## src/rtl/mac_share_scheduler.sv

```systemverilog
// Round-robin time-sharing of one MAC between two requesters.
// Each granted job runs: clear, coefficient rewind, N paired reads, drain, load, done.
//
// state  | meaning
// IDLE   | no job; arbitrate requests (skipped in the cycle right after DONE)
// CLEAR  | accumulator clear and coefficient-pointer rewind
// STREAM | paired FIFO reads until count reaches the latched length
// DRAIN  | PIPE_LAT cycles for the last product to reach the accumulator
// LOAD   | result-register load strobe
// DONE   | completion pulse to the owner, ownership released
module mac_share_scheduler #(
  parameter int ADDR_LINES = 4,
  parameter int LEN_WIDTH  = 5,
  parameter int PIPE_LAT   = 2
) (
  input  logic                 clk_i,
  input  logic                 rstn_i,
  input  logic [1:0]           req_i,
  input  logic [LEN_WIDTH-1:0] len0_i,
  input  logic [LEN_WIDTH-1:0] len1_i,
  input  logic                 empty_signal_i,
  input  logic                 empty_coeff_i,
  output logic [1:0]           grant_o,
  output logic                 busy_o,
  output logic                 rd_en_signal_o,
  output logic                 rd_en_coeff_o,
  output logic                 redo_coeff_o,
  output logic                 acc_clr_n_o,
  output logic                 ld_result_o,
  output logic [1:0]           done_o
);

  localparam logic [LEN_WIDTH-1:0] MAX_LEN = LEN_WIDTH'(2 ** ADDR_LINES);
  localparam int DW = (PIPE_LAT > 1) ? $clog2(PIPE_LAT) : 1;

  typedef enum logic [2:0] {
    IDLE, CLEAR, STREAM, DRAIN, LOAD, DONE
  } state_t;

  state_t               state;
  logic                 last_grant;
  logic [LEN_WIDTH-1:0] len_q;
  logic [LEN_WIDTH-1:0] count;
  logic [DW-1:0]        drain_cnt;

  logic                 pick;
  logic [LEN_WIDTH-1:0] sel_len;
  logic [LEN_WIDTH-1:0] clamped_len;
  logic [LEN_WIDTH-1:0] count_nxt;
  logic                 fire;

  always_comb begin
    pick = 1'b0;
    if (req_i == 2'b11) pick = ~last_grant;
    else                pick = req_i[1];
    sel_len     = pick ? len1_i : len0_i;
    clamped_len = (sel_len > MAX_LEN) ? MAX_LEN : sel_len;
    count_nxt   = count + LEN_WIDTH'(1);
    fire        = (count < len_q) && !empty_signal_i && !empty_coeff_i;
  end

  always_ff @(posedge clk_i) begin
    if (!rstn_i) begin
      state          <= IDLE;
      last_grant     <= 1'b1;
      len_q          <= '0;
      count          <= '0;
      drain_cnt      <= '0;
      grant_o        <= 2'b00;
      busy_o         <= 1'b0;
      rd_en_signal_o <= 1'b0;
      rd_en_coeff_o  <= 1'b0;
      redo_coeff_o   <= 1'b0;
      acc_clr_n_o    <= 1'b0;
      ld_result_o    <= 1'b0;
      done_o         <= 2'b00;
    end else begin
      case (state)
        IDLE: begin
          acc_clr_n_o    <= 1'b1;
          done_o         <= 2'b00;
          ld_result_o    <= 1'b0;
          redo_coeff_o   <= 1'b0;
          rd_en_signal_o <= 1'b0;
          rd_en_coeff_o  <= 1'b0;
          // busy_o still high means done_o is on the wire; the owner may not
          // have dropped its request yet, so hold off arbitration one cycle.
          if (busy_o) begin
            busy_o  <= 1'b0;
            grant_o <= 2'b00;
          end else if (req_i != 2'b00) begin
            grant_o    <= pick ? 2'b10 : 2'b01;
            busy_o     <= 1'b1;
            last_grant <= pick;
            len_q      <= clamped_len;
            state      <= CLEAR;
          end
        end
        CLEAR: begin
          acc_clr_n_o  <= 1'b0;
          redo_coeff_o <= 1'b1;
          count        <= '0;
          drain_cnt    <= DW'(PIPE_LAT - 1);
          state        <= (len_q == '0) ? DRAIN : STREAM;
        end
        STREAM: begin
          acc_clr_n_o    <= 1'b1;
          redo_coeff_o   <= 1'b0;
          rd_en_signal_o <= fire;
          rd_en_coeff_o  <= fire;
          if (fire) begin
            count <= count_nxt;
            if (count_nxt == len_q) state <= DRAIN;
          end
        end
        DRAIN: begin
          acc_clr_n_o    <= 1'b1;
          redo_coeff_o   <= 1'b0;
          rd_en_signal_o <= 1'b0;
          rd_en_coeff_o  <= 1'b0;
          if (drain_cnt == '0) state <= LOAD;
          else                 drain_cnt <= drain_cnt - DW'(1);
        end
        LOAD: begin
          ld_result_o <= 1'b1;
          state       <= DONE;
        end
        DONE: begin
          ld_result_o <= 1'b0;
          done_o      <= grant_o;
          grant_o     <= 2'b00;
          state       <= IDLE;
        end
        default: state <= IDLE;
      endcase
    end
  end

endmodule

```

## config.mk

```make
export PLATFORM = sky130hd
export DESIGN_NAME = mac_share_scheduler
export DESIGN_NICKNAME = d
export VERILOG_FILES = /design/src/rtl/mac_share_scheduler.sv
export SDC_FILE = /design/constraint.sdc
export NUM_CORES = 1
export LEC_CHECK = 0
export CELL_PAD_IN_SITES_DETAIL_PLACEMENT = 1
export CELL_PAD_IN_SITES_GLOBAL_PLACEMENT = 2
export CORE_MARGIN = 4
export CORE_UTILIZATION = 33
export DETAILED_ROUTE_END_ITERATION = 8
export GPL_TIMING_DRIVEN = 0
export PLACE_DENSITY_LB_ADDON = 0.1
export SLEW_MARGIN = 40
export SYNTH_ARGS = -nofsm -noshare
export SYNTH_HDL_FRONTEND = slang
export SYNTH_SLANG_ARGS = --single-unit
```

## constraint.sdc

```tcl
create_clock -name clk_i -period 5.7 [get_ports clk_i]
set_input_delay 1.14 -clock clk_i [delete_from_list [all_inputs] [get_ports clk_i]]
set_output_delay 1.14 -clock clk_i [all_outputs]
set_load 0.02 [all_outputs]
```

Word-level counts from Yosys, hierarchy flattened
Index checks and enable logic that the tools add are counted.
- register bits after elaboration: 24
- latch bits: 0
- RAM bits: 0
- bits in read-only memories: 0
- input bits: 16
- output and inout bits: 10
- memories kept: 0
- add/sub/neg operators: 2
- multipliers: 0
- divide/modulo/power cells: 0
- $lt $le $gt $ge: 2
- equal/unequal tests: 13
- shift operators: 0
- muxes and demuxes: 25
- bitwise operators: 2
- reductions and logical operators: 20
- operator list (operator ; count):
    3-bit two-way mux ; 5
    5-bit two-way mux ; 3
    3-bit case mux with 5 select lines ; 1
    2-bit nonzero test ; 7
    2-bit inequality test, second input constant ; 5
    1-bit case mux with 2 select lines ; 5
    5-bit case mux with 2 select lines ; 1
    2-bit case mux with 2 select lines ; 2
    3-bit by 2-bit equality test with 1-bit output, second input constant ; 2
    3-bit equality test, second input constant ; 2
    2-bit two-way mux ; 3
    5-bit by 1-bit adder with 5-bit output, second input constant ; 1
    5-bit equality test ; 1
    5-bit greater-than comparator, second input constant ; 1
    5-bit zero test ; 1
    5-bit < comparator ; 1
    1-bit two-way mux ; 5
    5-bit AND reduction ; 1
    2-bit AND reduction ; 2
    2-bit OR reduction ; 2
    3-bit by 1-bit equality test with 1-bit output, second input constant ; 1
    3-bit zero test ; 1
    3-bit inequality test, second input constant ; 1
    3-bit AND reduction ; 1
    6 further kinds ; 9

Depth between registers and ports, before layout
Gate-level depths: netlist (run 1).
- depth after elaboration: 6
- mapped depth: 7
- depth with buffers taken out: 7

Worst setup path before layout (run 1)
OpenSTA, ideal clock, no wires.
- path type: input -> register
- start point: in empty_signal_i
- end point: reg count[3]
- library setup time: 70 ps
- data arrival time: 2237 ps
- required time: 5630 ps
- slack: 3393 ps
- cell stages on the path: 4
- path buffers: 0
- path through: a2111oi_4 nand3_2 or4_1 a21oi_1
- cells in the longest elaborated chain, start to end: 5
- ends and longest elaborated chain (what ; line ; RTL):
    start, declared ; 21 ; input logic empty_signal_i,
    1-bit zero test ; 59 ; fire = (count < len_q) && !empty_signal_i && !empty_coeff_i;
    1-bit logical AND (2 in series) ; 59 ;
    2-bit inequality test (no source line) ; - ;
    2-bit AND reduction (no source line) ; - ;
    end signal, assigned ; 112 ; count <= count_nxt;
    end, declared ; 43 ; logic [LEN_WIDTH-1:0] count;
No other way between the ends.
A chain may end at the register's enable or synchronous reset.

Worst setup path in the final report (run 1)
- start point: in req_i[0]
- end point: reg len_q[3]
- cells in the longest elaborated chain, start to end: 5
- ends and longest elaborated chain (what ; line ; RTL):
    start, declared ; 18 ; input logic [1:0] req_i,
    2-bit equality test ; 54 ; if (req_i == 2'b11) pick = ~last_grant;
    1-bit two-way mux ; 54 ;
    5-bit two-way mux ; 56 ; sel_len = pick ? len1_i : len0_i;
    5-bit greater-than comparator ; 57 ; clamped_len = (sel_len > MAX_LEN) ? MAX_LEN : sel_len;
    5-bit two-way mux ; 57 ;
    end signal, assigned ; 95 ; len_q <= clamped_len;
    end, declared ; 42 ; logic [LEN_WIDTH-1:0] len_q;
Parallel ways exist; a longest one is shown, timed or not.

==> results of run 1 <==
-- per-layer routing --
layer	up-vias	track usage, %	wire length (um)
li1	643	-	-
met5	-	0	0
met3	2	2.755	107
met1	653	21.20	1838
met4	0	3.279	22
met2	19	29.99	1987
-- Yosys cell counts, types with 2 or more instances --
cell type | n | area (um^2)
nor3b_1 | 2 | 15.01
xnor2_1 | 4 | 35.03
nand2_1 | 18 | 67.56
a21boi_0 | 3 | 22.52
inv_1 | 8 | 30.03
dfxtp_1 | 24 | 480.5
a21boi_1 | 3 | 22.52
or3_1 | 2 | 12.51
o22ai_1 | 4 | 25.02
nor2_1 | 8 | 30.03
o21ai_0 | 9 | 45.04
clkbuf_1 | 5 | 18.77
a21oi_1 | 8 | 40.04
nor2b_1 | 9 | 56.30
or4_1 | 3 | 22.52
and2_1 | 4 | 25.02
mux2i_1 | 7 | 70.07
nand3_1 | 6 | 30.03
ha_1 | 6 | 75.07
-- final timing paths --
kind,startpoint,endpoint,slack (ns),cells after the start
max,req_i[0],len_q[3]$_SDFFE_PN0P_,3.07,6
min,ld_result_o$_SDFFE_PN0P_,ld_result_o$_SDFFE_PN0P_,0.46,2
max reg2reg,len_q[4]$_SDFFE_PN0P_,count[4]$_SDFFE_PN0P_,3.56,6
min reg2reg,ld_result_o$_SDFFE_PN0P_,ld_result_o$_SDFFE_PN0P_,0.46,2
-- cells by family after synthesis --
kind of cell | Yosys count
AO/OA/AOI/OAI | 44
XOR/XNOR | 5
adder cells (fa/ha/maj) | 6
buffers and inverters | 16
flip-flops | 24
multiplexers | 7
AND/OR/NAND/NOR | 61
-- registers in the layout, indices dropped and copies added (netlist names) --
register and flops:
state 3, done_o 2, rd_en_coeff_o 1, grant_o 2, redo_coeff_o 1, len_q 5
last_grant 1, count 5, drain_cnt 1, ld_result_o 1, busy_o 1, acc_clr_n_o 1
-- critical path, cell delays in order --
cell             delay [ns]
clkdlybuf4s50_1        0.52
o21bai_1               0.15
nor4_2                 0.46
nand2_1                0.24
o22ai_1                0.19
and2_1                 0.14
-- final cells by class --
type	count	area share [%]
tap	50	3.541
multi-input combinational	123	48.30
sequential	24	27.20
buffer	7	1.771
clock buffer	4	3.116
timing repair buffer	25	14.16
inverter	9	1.912
-- through the flow --
stage | hold WS, ns | instance area (um^2) | worst slack [ns]
2_1_floorplan | 0.4607 | 1399 | 3.393
3_3_place_gp | 0.4486 | 1712 | 2.823
3_5_place_dp | 0.4527 | 1712 | 2.761
4_1_cts | 0.4673 | 1767 | 3.056
5_1_grt | 0.4872 | 1767 | 2.904
6_report | 0.4628 | 1767 | 3.073
-- report_power, final --
group	switching, mW	internal [mW]	total [mW]
sequential	0.0301	0.203	0.233
clock	0.0577	0.0617	0.119
combinational	0.193	0.142	0.335
total	0.281	0.407	0.688
==> qor.txt, run 1 <==
run status - complete, no violations
Synth Flop Type - dfxtp_1
setup TNS - 0 ns
Clock Latency Late Sink - 0.27 ns
H-tree depth - 1
Max VDD drop - 0.1689 mV
minimum clock period - 2.627 ns
Seq/Total Area, Yosys - 34.35%
Fmax - 380.6 MHz
Mapped Cells - 163
Post-CTS Repair Setup Buffers - 0
total wire length - 3956 um
Yosys reg bits - 24
Post-synth EDFFs - 0
Crit Path Class - in -> reg
Hold/Removal Path Class - reg -> reg
simple logic cell fraction of the synthesized area - 23.35%
Worst Clk Skew - 0.002201 ns
count of buffers from port buffering - 25
post-synthesis mux area share - 5.009%
worst-path maximum fanout - 6
Final period util - 46.09%
RePlAce Congestion - 0.7839
Inserted Clock Buffers - 3
total grt overflow - 0
hold buffers post-CTS - 0
DRC viols - 0
most common cell after layout, fill and taps aside - clkdlybuf4s50_1
MaxCap Viol Count - 0
Post-Syn Nets - 185
CTS Root Cell - clkbuf_8
DRT Pass-1 Iters - 4
number of nets with antenna violations after routing - 0
synthesized cell area - 1399 um^2
Register Area - 480.5 um^2
Clock transition at path regs - 0.09 ns
height of the chip - 73.11 um
Synth Area in Compound Gates - 24.15%
Finished Layout Cells - 242
Die ar. - 5344 um^2
fin nets - 215
post-synthesis cell type count - 49
Slew @ Worst Pin - 0.5744 ns
Via-to-Cell Ratio - 5.442
Layout fillers - 483
main combinational cell family by area after synthesis - compound AO/OA/AOI/OAI gates
vias in the first global route - 1429
WP data required - 5.92 ns
Leak - 0.6394 nW
Cells after DPL - 238
Fin. Hold Viols - 0
Die Width - 73.11 um
pin count of the biggest net entering global routing - 14
final setup fails - 0
PD cells - 389.5 nW/um^2
core footprint - 4058 um^2
synthesized-area fraction occupied by adder cells - 5.367%
Multi-input gate area - 853.3 um^2
Slew Limit Fails - 0
number of synthesis warnings - 0
CP Capture Type - flip-flop
CTS sink cnt - 24
total power - 0.6881 mW
initial core utilization - 34.47%
Rows - 23
Area growth syn-to-layout - 26.30%
Synth Area in XOR/XNOR - 3.131%
GRT Util Overall - 16.83%
post-CTS resize count - 0
Slew HR - 61.39%
RSZ-0062 raised after global routing - false
fin util - 43.54%
initial detailed-routing violation count - 44
vias - 1317
most frequent cells in the layout - clkdlybuf4s50_1 (25), dfxtp_1 (24), nand2_1 (18)
FFs w/ async S/R, synth - 0%
first-pass GRT wire length - 7051 um
detailed-route wire length per cell - 16.35 um
Inserted Diodes - 0
hpwl dp - 3083 um
fraction of layout cells with a size suffix above 1 - 7.292%
CTS tree - yes
initial antenna violation count - 0
Syn Area/Cell - 8.582 um^2
IO Pins - 26
Arr. time, crit path - 2.84 ns
Max Buffers Root-to-Sink - 2
Worst setup SP type - primary input
Note: power is estimated with default switching activity, not from simulation.
==> run 2, diff against run 1 <==
--- a/config.mk
+++ b/config.mk
@@ -8,7 +8,7 @@
 export CELL_PAD_IN_SITES_DETAIL_PLACEMENT = 1
 export CELL_PAD_IN_SITES_GLOBAL_PLACEMENT = 2
 export CORE_MARGIN = 4
-export CORE_UTILIZATION = 33
+export CORE_UTILIZATION = 27
 export DETAILED_ROUTE_END_ITERATION = 8
 export GPL_TIMING_DRIVEN = 0
 export PLACE_DENSITY_LB_ADDON = 0.1
==> constraint.sdc (replaced) <==
create_clock -name clk_i -period 2.1 [get_ports clk_i]
set_input_delay 0.42 -clock clk_i [delete_from_list [all_inputs] [get_ports clk_i]]
set_output_delay 0.42 -clock clk_i [all_outputs]
set_load 0.02 [all_outputs]
==> run 2 against run 1 <==
Compared with the run above:
- critical path depth grew 1
- sequential cell count is the same
- cell count grew 8.7%
- utilization shrank 5.6 points
- via count shrank 0.46%
- total power grew to 2.8 times the previous value
- register-to-register slack lost 3.5 ns
==> qor.txt, run 2 (synthesis results as in run 1) <==
fin util - 37.92% (-5.6 points)
minimum clock period - 2.001 ns
first-pass GRT wire length - 6893 um (-2.2%)
Leak - 0.6631 nW (+3.7%)
Max Buffers Root-to-Sink - 2 (unchanged)
Inserted Clock Buffers - 3 (unchanged)
Via-to-Cell Ratio - 4.985 (-8.4%)
DRC viols - 0 (unchanged)
Clock Latency Late Sink - 0.27 ns (about the same)
Fin. Hold Viols - 0 (unchanged)
WP data required - 2.30 ns (-3.62 ns)
most common cell after layout, fill and taps aside - clkdlybuf4s50_1
Die Width - 79.98 um (+9.4%)
Area growth syn-to-layout - 32.29%
GRT busiest layer - met2
Hold/Removal Path Class - reg -> reg
Layout fillers - 589 (+22%)
RePlAce Congestion - 0.7846 (about the same)
CTS sink cnt - 24 (unchanged)
Fmax - 499.8 MHz
initial detailed-routing violation count - 21 (-52%)
fin nets - 219 (+1.9%)
final setup fails - 0 (unchanged)
pin count of the biggest net entering global routing - 14 (unchanged)
Rows - 25 (+8.7%)
total wire length - 4207 um (+6.3%)
core footprint - 4880 um^2 (+20%)
run status - complete, no violations
initial core utilization - 28.67% (-5.8 points)
GR met2 Demand/Resource - 23.84% (-6.1 points)
count of buffers from port buffering - 25 (unchanged)
RSZ-0062 raised after global routing - true
Slew @ Worst Pin - 0.5889 ns (+0.01455 ns)
H-tree depth - 1 (unchanged)
worst-path maximum fanout - 4 (-2)
MaxCap Viol Count - 0 (unchanged)
Die ar. - 6397 um^2 (+20%)
most frequent cells in the layout - clkdlybuf4s50_1 (25), dfxtp_1 (21), nand2_1 (18)
Worst Clk Skew - 0.006289 ns (+0.004088 ns)
Max VDD drop - 0.6364 mV (+280%)
Crit Path Class - reg -> reg
Clock transition at path regs - 0.09 ns (about the same)
total grt overflow - 0 (unchanged)
Arr. time, crit path - 2.20 ns (-0.64 ns)
GRT Util Overall - 13.88% (-2.9 points)
Largest regs - count (5), len_q (5), state (3)
initial antenna violation count - 0 (unchanged)
Final period util - 95.27%
Slew HR - 60.41% (-0.98 points)
IO Pins - 26 (unchanged)
height of the chip - 79.98 um (+9.4%)
CP Capture Type - flip-flop
GR Util met3 - 3.047% (+0.29 points)
hpwl dp - 3305 um (+7.2%)
vias in the first global route - 1357 (-5.0%)
GRT met1 Usage - 17.49% (-3.7 points)
PD cells - 1040 nW/um^2 (+170%)
setup TNS - 0 ns (unchanged)
detailed-route wire length per cell - 16.00 um (-2.1%)
hold buffers post-CTS - 0 (unchanged)
CTS tree - yes
CTS Root Cell - clkbuf_8
fraction of layout cells with a size suffix above 1 - 12.76% (+5.5 points)
number of nets with antenna violations after routing - 0 (unchanged)
Slew Limit Fails - 0 (unchanged)
vias - 1311 (-0.46%)
Worst setup SP type - flip-flop
DRT Pass-1 Iters - 2 (-2)
Inserted Diodes - 0 (unchanged)
[run 2: changes by cell type in the layout (fill, tap and decap cells not counted), sizes merged]
cell,change
buf,+4
[run 2: path summary, 6_finish.rpt]
kind                                          startpoint                  endpoint  slack (ns)  cells after the start
worst max-delay path               len_q[1]$_SDFFE_PN0P_     count[4]$_SDFFE_PN0P_         0.1                      7
worst min-delay path            ld_result_o$_SDFFE_PN0P_  ld_result_o$_SDFFE_PN0P_        0.46                      2
worst max register to register     len_q[1]$_SDFFE_PN0P_     count[4]$_SDFFE_PN0P_         0.1                      7
worst min register to register  ld_result_o$_SDFFE_PN0P_  ld_result_o$_SDFFE_PN0P_        0.46                      2
[run 2: through the flow]
stage | hold slack (ns) | setup WS [ns] | area (um^2) | total power [mW] | cells
CTS | 0.4694 | 0.001559 | 1789 | 1.891 | 259
detailed placement | 0.4569 | -0.1031 | 1733 | 1.558 | 255
global placement | 0.4549 | -0.07571 | 1733 | 1.535 | 255
finish | 0.4637 | 0.09928 | 1851 | 1.924 | 263
global route | 0.4886 | -0.02609 | 1851 | 2.075 | 263
floorplan | 0.4607 | 0.2167 | 1399 | 1.266 | 163
[run 2: power breakdown]
group,switching [mW],internal (mW),leakage (nW)
sequential,0.0837,0.558,0.198
combinational,0.539,0.421,0.437
clock,0.155,0.168,0.0288
total,0.778,1.15,0.663
[run 2: per-layer routing]
layer / vias up / wire length (um)
met5: - / 0
met4: 0 / 81
met3: 8 / 100
met2: 19 / 2087
met1: 632 / 1937
li1: 652 / -
[run 2: worst max-delay path, cell delays in order (launching register included)]
cell      delay, ns
dfxtp_2        0.35
inv_1          0.06
ha_1           0.28
nor2b_1        0.15
o31ai_4        0.30
nand3_2        0.15
or4_1          0.51
a21boi_1       0.12
[run 2: area by class of cell]
| type | count | area, um^2 | share of cell area [%] |
|---|---|---|---|
| inverters | 9 | 33.78 | 1.826 |
| well taps | 67 | 83.83 | 4.530 |
| plain buffers | 7 | 31.28 | 1.690 |
| repair buffers | 29 | 280.3 | 15.15 |
| flip-flops and latches | 24 | 486.7 | 26.30 |
| clock buffers | 4 | 55.05 | 2.975 |
| multi-input cells | 123 | 879.6 | 47.53 |
[run 2: repair_timing]
item | CTS | global route
setup buffers | 0 | 4
resized for setup | 1 | 7
pin swaps | 0 | 4
endpoints found under the setup margin | 3 | 4
==> run 3, diff against run 2 <==
--- a/config.mk
+++ b/config.mk
@@ -7,8 +7,10 @@
 export LEC_CHECK = 0
 export CELL_PAD_IN_SITES_DETAIL_PLACEMENT = 1
 export CELL_PAD_IN_SITES_GLOBAL_PLACEMENT = 2
+export CORE_ASPECT_RATIO = 0.9
 export CORE_MARGIN = 4
 export CORE_UTILIZATION = 27
+export CTS_BUF_LIST = sky130_fd_sc_hd__clkbuf_8 sky130_fd_sc_hd__clkbuf_16
 export DETAILED_ROUTE_END_ITERATION = 8
 export GPL_TIMING_DRIVEN = 0
 export PLACE_DENSITY_LB_ADDON = 0.1
==> run 3 against run 2 <==
Compared with the run above:
- cell area decreased by 0.74%
- sequential share of layout area grew 0.27 points
- critical endpoint is now count[3]$_SDFFE_PN0P_
- total power increased by 0.42%
- die area about the same
- critical path type unchanged
- register-to-register slack gained 0.03 ns
- sequential power grew 0.6%
- fmax rose by 1.4%
- via count is 2.1% higher
- first-iteration DRC count grew to 3.0 times the previous value
==> qor.txt, run 3 (synthesis results as in run 1) <==
Arr. time, crit path - 2.17 ns (-0.03 ns)
Die Width - 83.87 um (+4.9%)
reg2reg setup slack - 0.13 ns (+0.03 ns)
final setup fails - 0 (unchanged)
CP Capture Type - flip-flop
Crit path max-delay family - simple AND/OR/NAND/NOR gates
Register Area - 488.0 um^2 (+0.26%)
worst r2r src - len_q[1]$_SDFFE_PN0P_
first-pass GRT wire length - 7044 um (+2.2%)
initial antenna violation count - 0 (unchanged)
core footprint - 4925 um^2 (+0.92%)
CTS sink cnt - 24 (unchanged)
DRT Pass-1 Iters - 4 (+2)
RSZ-0062 raised after global routing - false
Bufs and invs on worst path - 1 (unchanged)
RePlAce Congestion - 0.7291 (-7.1%)
Worst Clk Skew - 0.006914 ns (+0.0006254 ns)
setup TNS - 0 ns (unchanged)
fraction of layout cells with a size suffix above 1 - 11.28% (-1.5 points)
fin util - 37.30% (-0.63 points)
hpwl dp - 3169 um (-4.1%)
MaxCap Viol Count - 0 (unchanged)
Reg-to-Reg End - count[3]$_SDFFE_PN0P_
vias in the first global route - 1392 (+2.6%)
vias - 1338 (+2.1%)
Leak - 0.6571 nW (-0.90%)
Largest regs - count (5), len_q (5), state (3)
minimum clock period - 1.973 ns (-0.02781 ns)
Layout fillers - 586 (-0.51%)
Clock transition at path regs - 0.09 ns (about the same)
Die ar. - 6398 um^2 (about the same)
CTS tree - yes
GRT Util Overall - 13.32% (-0.56 points)
DRC viols - 0 (unchanged)
Slew HR - 60.26% (-0.15 points)
WP depth - 7 (unchanged)
initial detailed-routing violation count - 64 (+200%)
Inserted Diodes - 0 (unchanged)
worst-path maximum fanout - 4 (unchanged)
CP max-delay cell - or4_1
Crit Path Class - reg -> reg
Clock Latency Late Sink - 0.27 ns (about the same)
total grt overflow - 0 (unchanged)
Critical Path Start - len_q[1]$_SDFFE_PN0P_
pin count of the biggest net entering global routing - 14 (unchanged)
Max Buffers Root-to-Sink - 2 (unchanged)
run status - complete, no violations
Final period util - 93.95% (-1.3 points)
largest stage delay on the critical path - 0.52 ns (about the same)
Inserted Clock Buffers - 3 (unchanged)
Multi-input gate area - 874.6 um^2 (-0.57%)
detailed-route wire length per cell - 15.36 um (-4.0%)
Rows - 24 (-4.0%)
Area growth syn-to-layout - 31.31%
crit path capture - count[3]$_SDFFE_PN0P_
Max VDD drop - 0.4850 mV (-24%)
height of the chip - 76.29 um (-4.6%)
Via-to-Cell Ratio - 5.146 (+3.2%)
number of nets with antenna violations after routing - 0 (unchanged)
Fin. Hold Viols - 0 (unchanged)
PD cells - 1052 nW/um^2 (+1.2%)
Reg2Reg Depth - 7 (unchanged)
H-tree depth - 1 (unchanged)
count of buffers from port buffering - 25 (unchanged)
Slew @ Worst Pin - 0.5948 ns (+0.005925 ns)
WP data required - 2.30 ns (about the same)
CTS Root Cell - clkbuf_8
IO Pins - 26 (unchanged)
Fmax - 506.9 MHz (+1.4%)
fin nets - 218 (-0.46%)
Hold/Removal Path Class - reg -> reg
most common cell after layout, fill and taps aside - clkdlybuf4s50_1
most frequent cells in the layout - clkdlybuf4s50_1 (25), dfxtp_1 (20), nand2_1 (18)
initial core utilization - 28.40% (-0.26 points)
CP cell instances - inv_1 -> ha_1 -> nor2b_1 -> o31ai_4 -> nand3_2 -> or4_1 -> a21oi_1
Slew Limit Fails - 0 (unchanged)
Worst setup SP type - flip-flop
total wire length - 3993 um (-5.1%)
run 3: what timing repair did:
item,4_1_cts,5_1_grt
buffers inserted,1,2
hold buffers,0,0
cloned,0,0
pin swaps,1,4
setup endpoints to repair,3,7
resized for setup,1,6
run 3: layer usage:
metal  up-vias  GRT usage (%)  wire length, um
met4         0          2.572               45
met3         4          2.919              142
met2        32          21.14             1814
met5         -              0                0
met1       654          18.58             1990
li1        648              -                -
run 3: report_power, final:
group / leakage [nW] / switching (mW) / internal (mW) / total, mW
Combinational: 0.430 / 0.538 / 0.426 / 0.963
Sequential: 0.198 / 0.0875 / 0.559 / 0.646
Clock: 0.0288 / 0.155 / 0.168 / 0.323
run 3: final cells by class:
type / count / area share [%]
repair buffers: 28 / 14.85
plain buffers: 7 / 1.703
inverters: 9 / 1.839
multi-input cells: 123 / 47.62
clock buffers: 4 / 2.997
well taps: 65 / 4.428
flip-flops and latches: 24 / 26.57
run 3: worst min-delay path: cells and delay by family, from the launching register on:
| family | cells | cell delay, ns |
|---|---|---|
| AND/OR/NAND/NOR | 1 | 0.05 |
| AO/OA/AOI/OAI | 1 | 0.05 |
| flip-flops | 1 | 0.32 |
run 3: metrics by stage:
| stage | cell area, um^2 | power [mW] | setup slack (ns) | std cells | hold slack (ns) |
|---|---|---|---|---|---|
| after floorplan | 1399 | 1.266 | 0.2167 | 163 | 0.4607 |
| after detailed placement | 1730 | 1.563 | -0.1073 | 253 | 0.4527 |
| after global routing | 1837 | 2.099 | 0.01328 | 260 | 0.4993 |
| after CTS | 1794 | 1.895 | 0.002072 | 258 | 0.4655 |
| final | 1837 | 1.932 | 0.1271 | 260 | 0.4579 |
| after global placement | 1730 | 1.537 | -0.09505 | 253 | 0.4472 |
run 3: worst min-delay path by stage:
| stage | startpoint | to | slack, ns | cells after the start |
|---|---|---|---|---|
| after floorplan | last_grant$_SDFFE_PN1P_ | last_grant$_SDFFE_PN1P_ | 0.46 | 2 |
| after global placement | ld_result_o$_SDFFE_PN0P_ | ld_result_o$_SDFFE_PN0P_ | 0.45 | 2 |
| after detailed placement | ld_result_o$_SDFFE_PN0P_ | ld_result_o$_SDFFE_PN0P_ | 0.45 | 2 |
| after CTS | ld_result_o$_SDFFE_PN0P_ | ld_result_o$_SDFFE_PN0P_ | 0.47 | 2 |
| after global routing | ld_result_o$_SDFFE_PN0P_ | ld_result_o$_SDFFE_PN0P_ | 0.50 | 2 |
| final | ld_result_o$_SDFFE_PN0P_ | ld_result_o$_SDFFE_PN0P_ | 0.46 | 2 |
